<file path="src/rtl/nibble_serial_subtractor_32b_if.sv">
// rtl/nibble_serial_subtractor_32b_if.sv - request/result bundle for the nibble-serial subtractor
interface nibble_serial_subtractor_32b_if #(
   parameter int WIDTH = 32
);
   logic             start;
   logic [WIDTH-1:0] A;
   logic [WIDTH-1:0] B;
   logic             ready;
   logic             busy;
   logic             done;
   logic [WIDTH-1:0] D;
   logic             overflow;
   logic             borrow;

   modport master (
      output start, A, B,
      input  ready, busy, done, D, overflow, borrow
   );

   modport slave (
      input  start, A, B,
      output ready, busy, done, D, overflow, borrow
   );
endinterface

</file>
<file path="src/rtl/nibble_serial_subtractor_32b.sv">
// rtl/nibble_serial_subtractor_32b.sv - multi-cycle A-B using one DIGIT-wide adder slice
// Computes A + ~B + 1 one digit per clock, LSB digit first, with signed overflow and unsigned borrow.
module nibble_serial_subtractor_32b #(
   parameter int WIDTH = 32,
   parameter int DIGIT = 4
) (
   input  logic clk,
   input  logic rst_n,
   nibble_serial_subtractor_32b_if.slave s_bus
);
   localparam int NDIG = WIDTH / DIGIT;
   localparam int CW   = (NDIG > 1) ? $clog2(NDIG) : 1;

   typedef enum logic [1:0] {S_IDLE, S_RUN, S_DONE} state_t;

   state_t           r_state;
   state_t           w_state_nxt;
   logic [CW-1:0]    r_cnt;
   logic             r_carry;
   logic [WIDTH-1:0] r_a;
   logic [WIDTH-1:0] r_b;
   logic [WIDTH-1:0] r_res;
   logic [WIDTH-1:0] r_d;
   logic             r_overflow;
   logic             r_borrow;

   logic             w_accept;
   logic             w_last;
   logic [DIGIT:0]   w_sum;
   logic             w_c_msb;
   logic [WIDTH-1:0] w_final;

   assign w_accept = (r_state != S_RUN) && s_bus.start;
   assign w_last   = (r_cnt == CW'(NDIG - 1));
   assign w_sum    = {1'b0, r_a[DIGIT-1:0]} + {1'b0, r_b[DIGIT-1:0]} + {{DIGIT{1'b0}}, r_carry};
   // Carry into the digit MSB recovered from the MSB sum bit: s = a ^ b ^ cin.
   assign w_c_msb  = w_sum[DIGIT-1] ^ r_a[DIGIT-1] ^ r_b[DIGIT-1];
   assign w_final  = {w_sum[DIGIT-1:0], r_res[WIDTH-1:DIGIT]};

   always_ff @(posedge clk or negedge rst_n) begin
      if (!rst_n) begin
         r_state <= S_IDLE;
      end else begin
         r_state <= w_state_nxt;
      end
   end

   always_comb begin
      w_state_nxt = r_state;
      case (r_state)
         S_IDLE:  if (s_bus.start) w_state_nxt = S_RUN;
         S_RUN:   if (w_last) w_state_nxt = S_DONE;
         S_DONE:  w_state_nxt = s_bus.start ? S_RUN : S_IDLE;
         default: w_state_nxt = S_IDLE;
      endcase
   end

   always_ff @(posedge clk or negedge rst_n) begin
      if (!rst_n) begin
         r_cnt      <= '0;
         r_carry    <= 1'b0;
         r_a        <= '0;
         r_b        <= '0;
         r_res      <= '0;
         r_d        <= '0;
         r_overflow <= 1'b0;
         r_borrow   <= 1'b0;
      end else if (w_accept) begin
         r_a     <= s_bus.A;
         r_b     <= ~s_bus.B;
         r_carry <= 1'b1;
         r_cnt   <= '0;
      end else if (r_state == S_RUN) begin
         r_res   <= w_final;
         r_a     <= r_a >> DIGIT;
         r_b     <= r_b >> DIGIT;
         r_carry <= w_sum[DIGIT];
         r_cnt   <= r_cnt + 1'b1;
         if (w_last) begin
            r_d        <= w_final;
            r_overflow <= w_sum[DIGIT] ^ w_c_msb;
            r_borrow   <= ~w_sum[DIGIT];
         end
      end
   end

   assign s_bus.ready    = (r_state != S_RUN);
   assign s_bus.busy     = (r_state == S_RUN);
   assign s_bus.done     = (r_state == S_DONE);
   assign s_bus.D        = r_d;
   assign s_bus.overflow = r_overflow;
   assign s_bus.borrow   = r_borrow;
endmodule

</file>
<file path="src/flat_wrapper.sv">
// flat-port wrapper written by rule: the top's interface ports become plain ports
module nibble_serial_subtractor_32b_flat 
#(
   parameter int WIDTH = 32,
   parameter int DIGIT = 4
)
  (clk, rst_n, s_bus_start, s_bus_A, s_bus_B, s_bus_ready, s_bus_busy, s_bus_done, s_bus_D, s_bus_overflow, s_bus_borrow);
  nibble_serial_subtractor_32b_if #(.WIDTH(WIDTH)) s_bus_i ();
  input  logic clk;
  input  logic rst_n;
  input wire logic [$bits(s_bus_i.start)-1:0] s_bus_start;
  input wire logic [$bits(s_bus_i.A)-1:0] s_bus_A;
  input wire logic [$bits(s_bus_i.B)-1:0] s_bus_B;
  output wire logic [$bits(s_bus_i.ready)-1:0] s_bus_ready;
  output wire logic [$bits(s_bus_i.busy)-1:0] s_bus_busy;
  output wire logic [$bits(s_bus_i.done)-1:0] s_bus_done;
  output wire logic [$bits(s_bus_i.D)-1:0] s_bus_D;
  output wire logic [$bits(s_bus_i.overflow)-1:0] s_bus_overflow;
  output wire logic [$bits(s_bus_i.borrow)-1:0] s_bus_borrow;
  assign s_bus_i.start = s_bus_start;
  assign s_bus_i.A = s_bus_A;
  assign s_bus_i.B = s_bus_B;
  assign s_bus_ready = s_bus_i.ready;
  assign s_bus_busy = s_bus_i.busy;
  assign s_bus_done = s_bus_i.done;
  assign s_bus_D = s_bus_i.D;
  assign s_bus_overflow = s_bus_i.overflow;
  assign s_bus_borrow = s_bus_i.borrow;
  nibble_serial_subtractor_32b #(.WIDTH(WIDTH), .DIGIT(DIGIT)) u_core (.clk(clk), .rst_n(rst_n), .s_bus(s_bus_i));
endmodule
</file>
<file path="config.mk">
export PLATFORM = sky130hd
export DESIGN_NAME = nibble_serial_subtractor_32b_flat
export DESIGN_NICKNAME = d
export VERILOG_FILES = /design/src/rtl/nibble_serial_subtractor_32b_if.sv /design/src/rtl/nibble_serial_subtractor_32b.sv /design/src/flat_wrapper.sv
export SDC_FILE = /design/constraint.sdc
export NUM_CORES = 1
export LEC_CHECK = 0
export ABC_AREA = 0
export ABC_CLOCK_PERIOD_IN_PS = 5840
export CORE_MARGIN = 10
export CORE_UTILIZATION = 40
export DETAILED_ROUTE_END_ITERATION = 10
export PLACE_DENSITY = 0.64
export RECOVER_POWER = 50
export SLEW_MARGIN = 20
export SYNTH_ARGS = -nofsm -noshare
export SYNTH_HDL_FRONTEND = slang
export SYNTH_SLANG_ARGS = --single-unit
</file>
<file path="constraint.sdc">
create_clock -name clk -period 5.84 [get_ports clk]
set_input_delay 1.752 -clock clk [delete_from_list [all_inputs] [get_ports clk]]
set_output_delay 1.752 -clock clk [all_outputs]
set_load 0.1 [all_outputs]
</file>
Word-level counts from Yosys, hierarchy flattened
Cells that the tools add are included.
{ "totals": {"ff_bits": 136, "latchBits": 0, "ram_bits": 0, "rom_bits": 0, "inputBits": 67, "output_inout_bits": 37, "mem_count": 0} }
{ "classes": {"add_sub_neg": 3, "n_mul": 0, "n_div": 0, "n_lt_le_gt_ge": 0, "eq_ne": 6, "n_shift": 0, "n_mux": 12, "bitwise": 6, "n_reduce_logical": 6} }
{ "ops": {"columns": ["cell", "count"], "rows": [
  ["$mux 32", 4],
  ["$not 32->32", 1],
  ["$mux 3", 2],
  ["$pmux 2 s3", 1],
  ["$add 4x4->5", 1],
  ["$add 5x1->5", 1],
  ["$mux 2", 2],
  ["$ne 2x1->1 const B", 2],
  ["$reduce_and 2->1", 2],
  ["$add 3x1->3 const B", 1],
  ["$eq 3x3->1 const B", 1],
  ["$mux 1", 3],
  ["$reduce_and 3->1", 1],
  ["$xor 1x1->1", 3],
  ["$eq 2x1->1 const B", 1],
  ["$eq 2x2->1 const B", 1],
  ["$logic_not 2->1", 1],
  ["$ne 2x2->1 const B", 1],
  ["$not 1->1", 2],
  ["$reduce_bool 2->1", 1],
  ["$logic_and 1x1->1", 1]
]} }

Logic depth before layout (Yosys ltp)
{ "logic_depth": {"ltp_word": 5, "mapped_depth": 8} }

Worst setup path before layout
Ideal clock, no wire load.
{ "synth_path": {"kind": "reg2out", "start": "register u_core.r_state[1]", "end": "output s_bus_busy", "arrival_ps": 1775, "required_ps": 4088, "slack_ps": 2313, "stages_incl_launch_ff": 5, "n_path_buf": 2, "cell_sequence": "dfrtp_1 -> nand2b_1 -> inv_2 -> buf_4 -> clkbuf_1"} }
{ "synth_between": {"elab_chain_len": 1} }
{ "synth_lines": {"columns": ["item", "line_no", "rtl"], "rows": [
  ["from (decl)", "nibble_serial_subtractor_32b.sv:16", "state_t r_state;"],
  ["from (signal assigned)", "nibble_serial_subtractor_32b.sv:44", "r_state <= w_state_nxt;"],
  ["$eq 2x1->1", "nibble_serial_subtractor_32b.sv:88", "assign s_bus.busy = (r_state == S_RUN);"],
  ["to (decl)", "flat_wrapper.sv:15", "output wire logic [$bits(s_bus_i.busy)-1:0] s_bus_busy;"]
]} }
Every way passes these cells.

Final worst setup path
{ "layout_path": {"start": "register u_core.r_state[0]", "end": "output s_bus_busy"} }
The elaborated chain is that of the path after synthesis.

==> impl_metrics.json <==
{
  "min_path_type": "flop to flop",
  "grt_util_met2_pct": 19.39,
  "async_flop_share_pct": 100.0,
  "powerDensity_mw_per_mm2": 638.1,
  "die_y_um": 137.9,
  "busiest_layer": "met2",
  "ant_nets": 0,
  "cp.required_ns": 4.09,
  "cts_hold_buf": 0,
  "start_util_pct": 40.51,
  "ys_warn_count": 0,
  "status": "finished, violations left",
  "avgSynthCellArea_um2": 10.27,
  "synth.distinct_cells": 30,
  "tns_ns": 0,
  "cts-buffers-inserted": 17,
  "layout.nets": 707,
  "path_class": "flop to primary output",
  "fin_area_mm2": 0.007295,
  "row_count": 43,
  "wl_per_cell_um": 14.88,
  "core_area_mm2": 0.01372,
  "grt_pass1_vias": 4148,
  "p_clk_share_pct": 24.1,
  "cts.sinks": 132,
  "yosysMostFrequentCell": "nand2_1",
  "end_kind": "primary output",
  "cp-start-kind": "flop",
  "multi_input_area_mm2": 0.002058,
  "ys_top_cells_by_area": "dfrtp_1, nand2_1, o21ai_0",
  "met1_usage_pct": 18.52,
  "dr.pass1.iters": 4,
  "ys_seq_elements": 132,
  "placed_cells": 794,
  "slew_headroom_pct": -53.93,
  "hpwlAfterDp_um": 8243,
  "synth_common_cells": "nand2_1, dfrtp_1, o21ai_0, nor2_1, mux2i_1",
  "r2r_cells": 6,
  "gp_congestion": 0.8003,
  "synth_ff_type": "dfrtp_1",
  "syn_inst": 541,
  "gr-usage-all-layers_pct": 13.68,
  "tightest_slew_ns": 2.309,
  "pwr-share-comb_pct": 42.8,
  "diodes": 0,
  "cts_buffer_depth": 2,
  "synth_edf_count": 0,
  "grt_max_degree": 129,
  "place_area_mm2": 0.006684,
  "crit_arrival_ns": 2.62,
  "hold_viol_final": 0,
  "ioPinCount": 104,
  "ys_seq_area_share_pct": 59.43,
  "power_mw": 4.655,
  "cts-root-buf": "clkbuf_16",
  "die-area_mm2": 0.01901,
  "intPower_mw": 2.616,
  "hold_depth": 2,
  "path_max_fanout": 39,
  "grt.overflow.total": 0,
  "syn_nets": 615,
  "tritoncts": "done",
  "yosys.area.top_type": "dfrtp_1",
  "min_period_ns": 4.368,
  "pwr-share-seq_pct": 33.1,
  "seqCellArea_mm2": 0.003303,
  "grt_use_met3_pct": 5.217,
  "cts_resized": 0,
  "p_leak_nw": 3.424,
  "p_sw_mw": 2.039,
  "antenna_found_initial": 0,
  "final_cells": 826,
  "htree_levels": 4,
  "drt_iter0_drc": 312,
  "route.detailed.drc": 0,
  "failed_checks": "capacitance limit, slew limit",
  "postCtsSetupBuffers": 0,
  "io_buffers": 103,
  "fin_ws_ns": 1.472,
  "synth_area_mm2": 0.005558,
  "via_per_inst": 4.898,
  "period_share_pct": 74.80,
  "dp_slack_ns": 2.335,
  "swShare_pct": 43.81,
  "maxSlewViolCount": 267,
  "clock_latency_ns": 0.41,
  "num_vias": 4046,
  "grt_pass1_wl_um": 20720,
  "setup_viol": 0,
  "rsz0062_at_grt": "false",
  "die_x_um": 137.9,
  "synth_top_area_share_pct": 59.43,
  "clkTransAtPathRegs_ns": 0.06,
  "drive_gt1_share_pct": 10.68,
  "max_cap_viol_count": 3,
  "area_growth_pct": 31.25,
  "clock_skew_ns": 0.006148,
  "fill_cells": 1255,
  "drt-total-wl_um": 12290,
  "fmax_ghz": 0.2289,
  "ir_drop_mv": 0.2110
}
==> worst paths after layout <==
check                      slack, ns              start                 end
max                             1.47  u_core.r_state[0]          s_bus_busy
min                             0.48     u_core.r_b[17]      u_core.r_b[13]
max reg2reg                     2.10  u_core.r_state[0]       u_core.r_b[8]
min reg2reg                     0.48     u_core.r_b[17]      u_core.r_b[13]
max in group asynchronous       2.27              rst_n      u_core.r_a[22]
min in group asynchronous       2.03              rst_n  u_core.s_bus.D[21]
==> power groups by stage <==
stage	registers [mW]	logic (mW)	clock network, mW
3_3_place_gp	1.54	1.99	0
3_5_place_dp	1.56	2.02	0
5_1_grt	1.59	2.16	1.19
4_1_cts	1.54	2.03	1.15
2_1_floorplan	2.25	0.803	0
6_report	1.54	1.99	1.12
==> metrics by stage <==
stage / hold slack, ns / util, %
2_1_floorplan: 0.4418 / -
3_3_place_gp: 0.4618 / 48.72
3_5_place_dp: 0.4690 / 48.72
4_1_cts: 0.4826 / 53.32
5_1_grt: 0.4936 / 53.17
6_report: 0.4801 / 53.17
==> cells in the final DEF, fill, tap and decap left out, types with 2 or more instances in the layout <==
cell,Yosys,layout
clkbuf_16,0,17
mux2_2,27,27
mux2i_1,33,33
clkbuf_8,0,6
nor2_1,43,43
inv_1,6,6
nand2_1,142,143
clkinv_2,0,4
nand2b_1,2,2
ha_1,5,5
o21ai_0,68,68
xor2_1,2,3
clkdlybuf4s50_1,0,100
bufinv_16,0,3
xnor2_1,2,2
fa_1,2,2
clkbuf_2,0,2
dfrtp_1,132,132
a21oi_1,30,30
buf_4,3,4
==> sequential cells by signal (all words and copies together), names as in the netlist <==
| name | flops |
|---|---|
| u_core.r_cnt | 3 |
| u_core.s_bus.borrow | 1 |
| u_core.r_carry | 1 |
| u_core.s_bus.overflow | 1 |
| u_core.r_state | 2 |
| u_core.s_bus.D | 32 |
| u_core.r_res | 28 |
| u_core.r_b | 32 |
| u_core.r_a | 32 |
==> critical path, stage by stage, from the launching register on <==
cell and delay, ns:
dfrtp_1 0.41, nand2b_1 0.11, buf_4 0.38, clkinvlp_2 0.78
buf_4 0.51
==> layer usage <==
layer  part of all wire (%)  vias to the layer above
met3                    6.8                       19
met2                     44                       91
li1                       -                     1967
met4                    1.6                        0
met1                     48                     1969
met5                      0                        -
==> layout make-up <==
cell class,instances,share of cell area (%)
Multi-Input combinational cell,367,28.22
Clock inverter,8,1.630
Clock buffer,24,7.015
Tap cell,180,3.087
Timing Repair Buffer,107,14.34
Sequential cell,132,45.28
Inverter,8,0.4288
==> logic make-up (layout without fill, tap and decap cells) <==
| logic type | Yosys count | count (layout) | synth area share (%) |
|---|---|---|---|
| mux | 61 | 61 | 11.62 |
| flops | 132 | 132 | 59.43 |
| xor+xnor | 5 | 5 | 0.9232 |
| simple gates | 191 | 191 | 13.28 |
| buf+inv | 42 | 147 | 3.354 |
| compound gates | 103 | 103 | 9.545 |
| fa+ha+maj | 7 | 7 | 1.846 |
(Power assumes the default switching activity.)
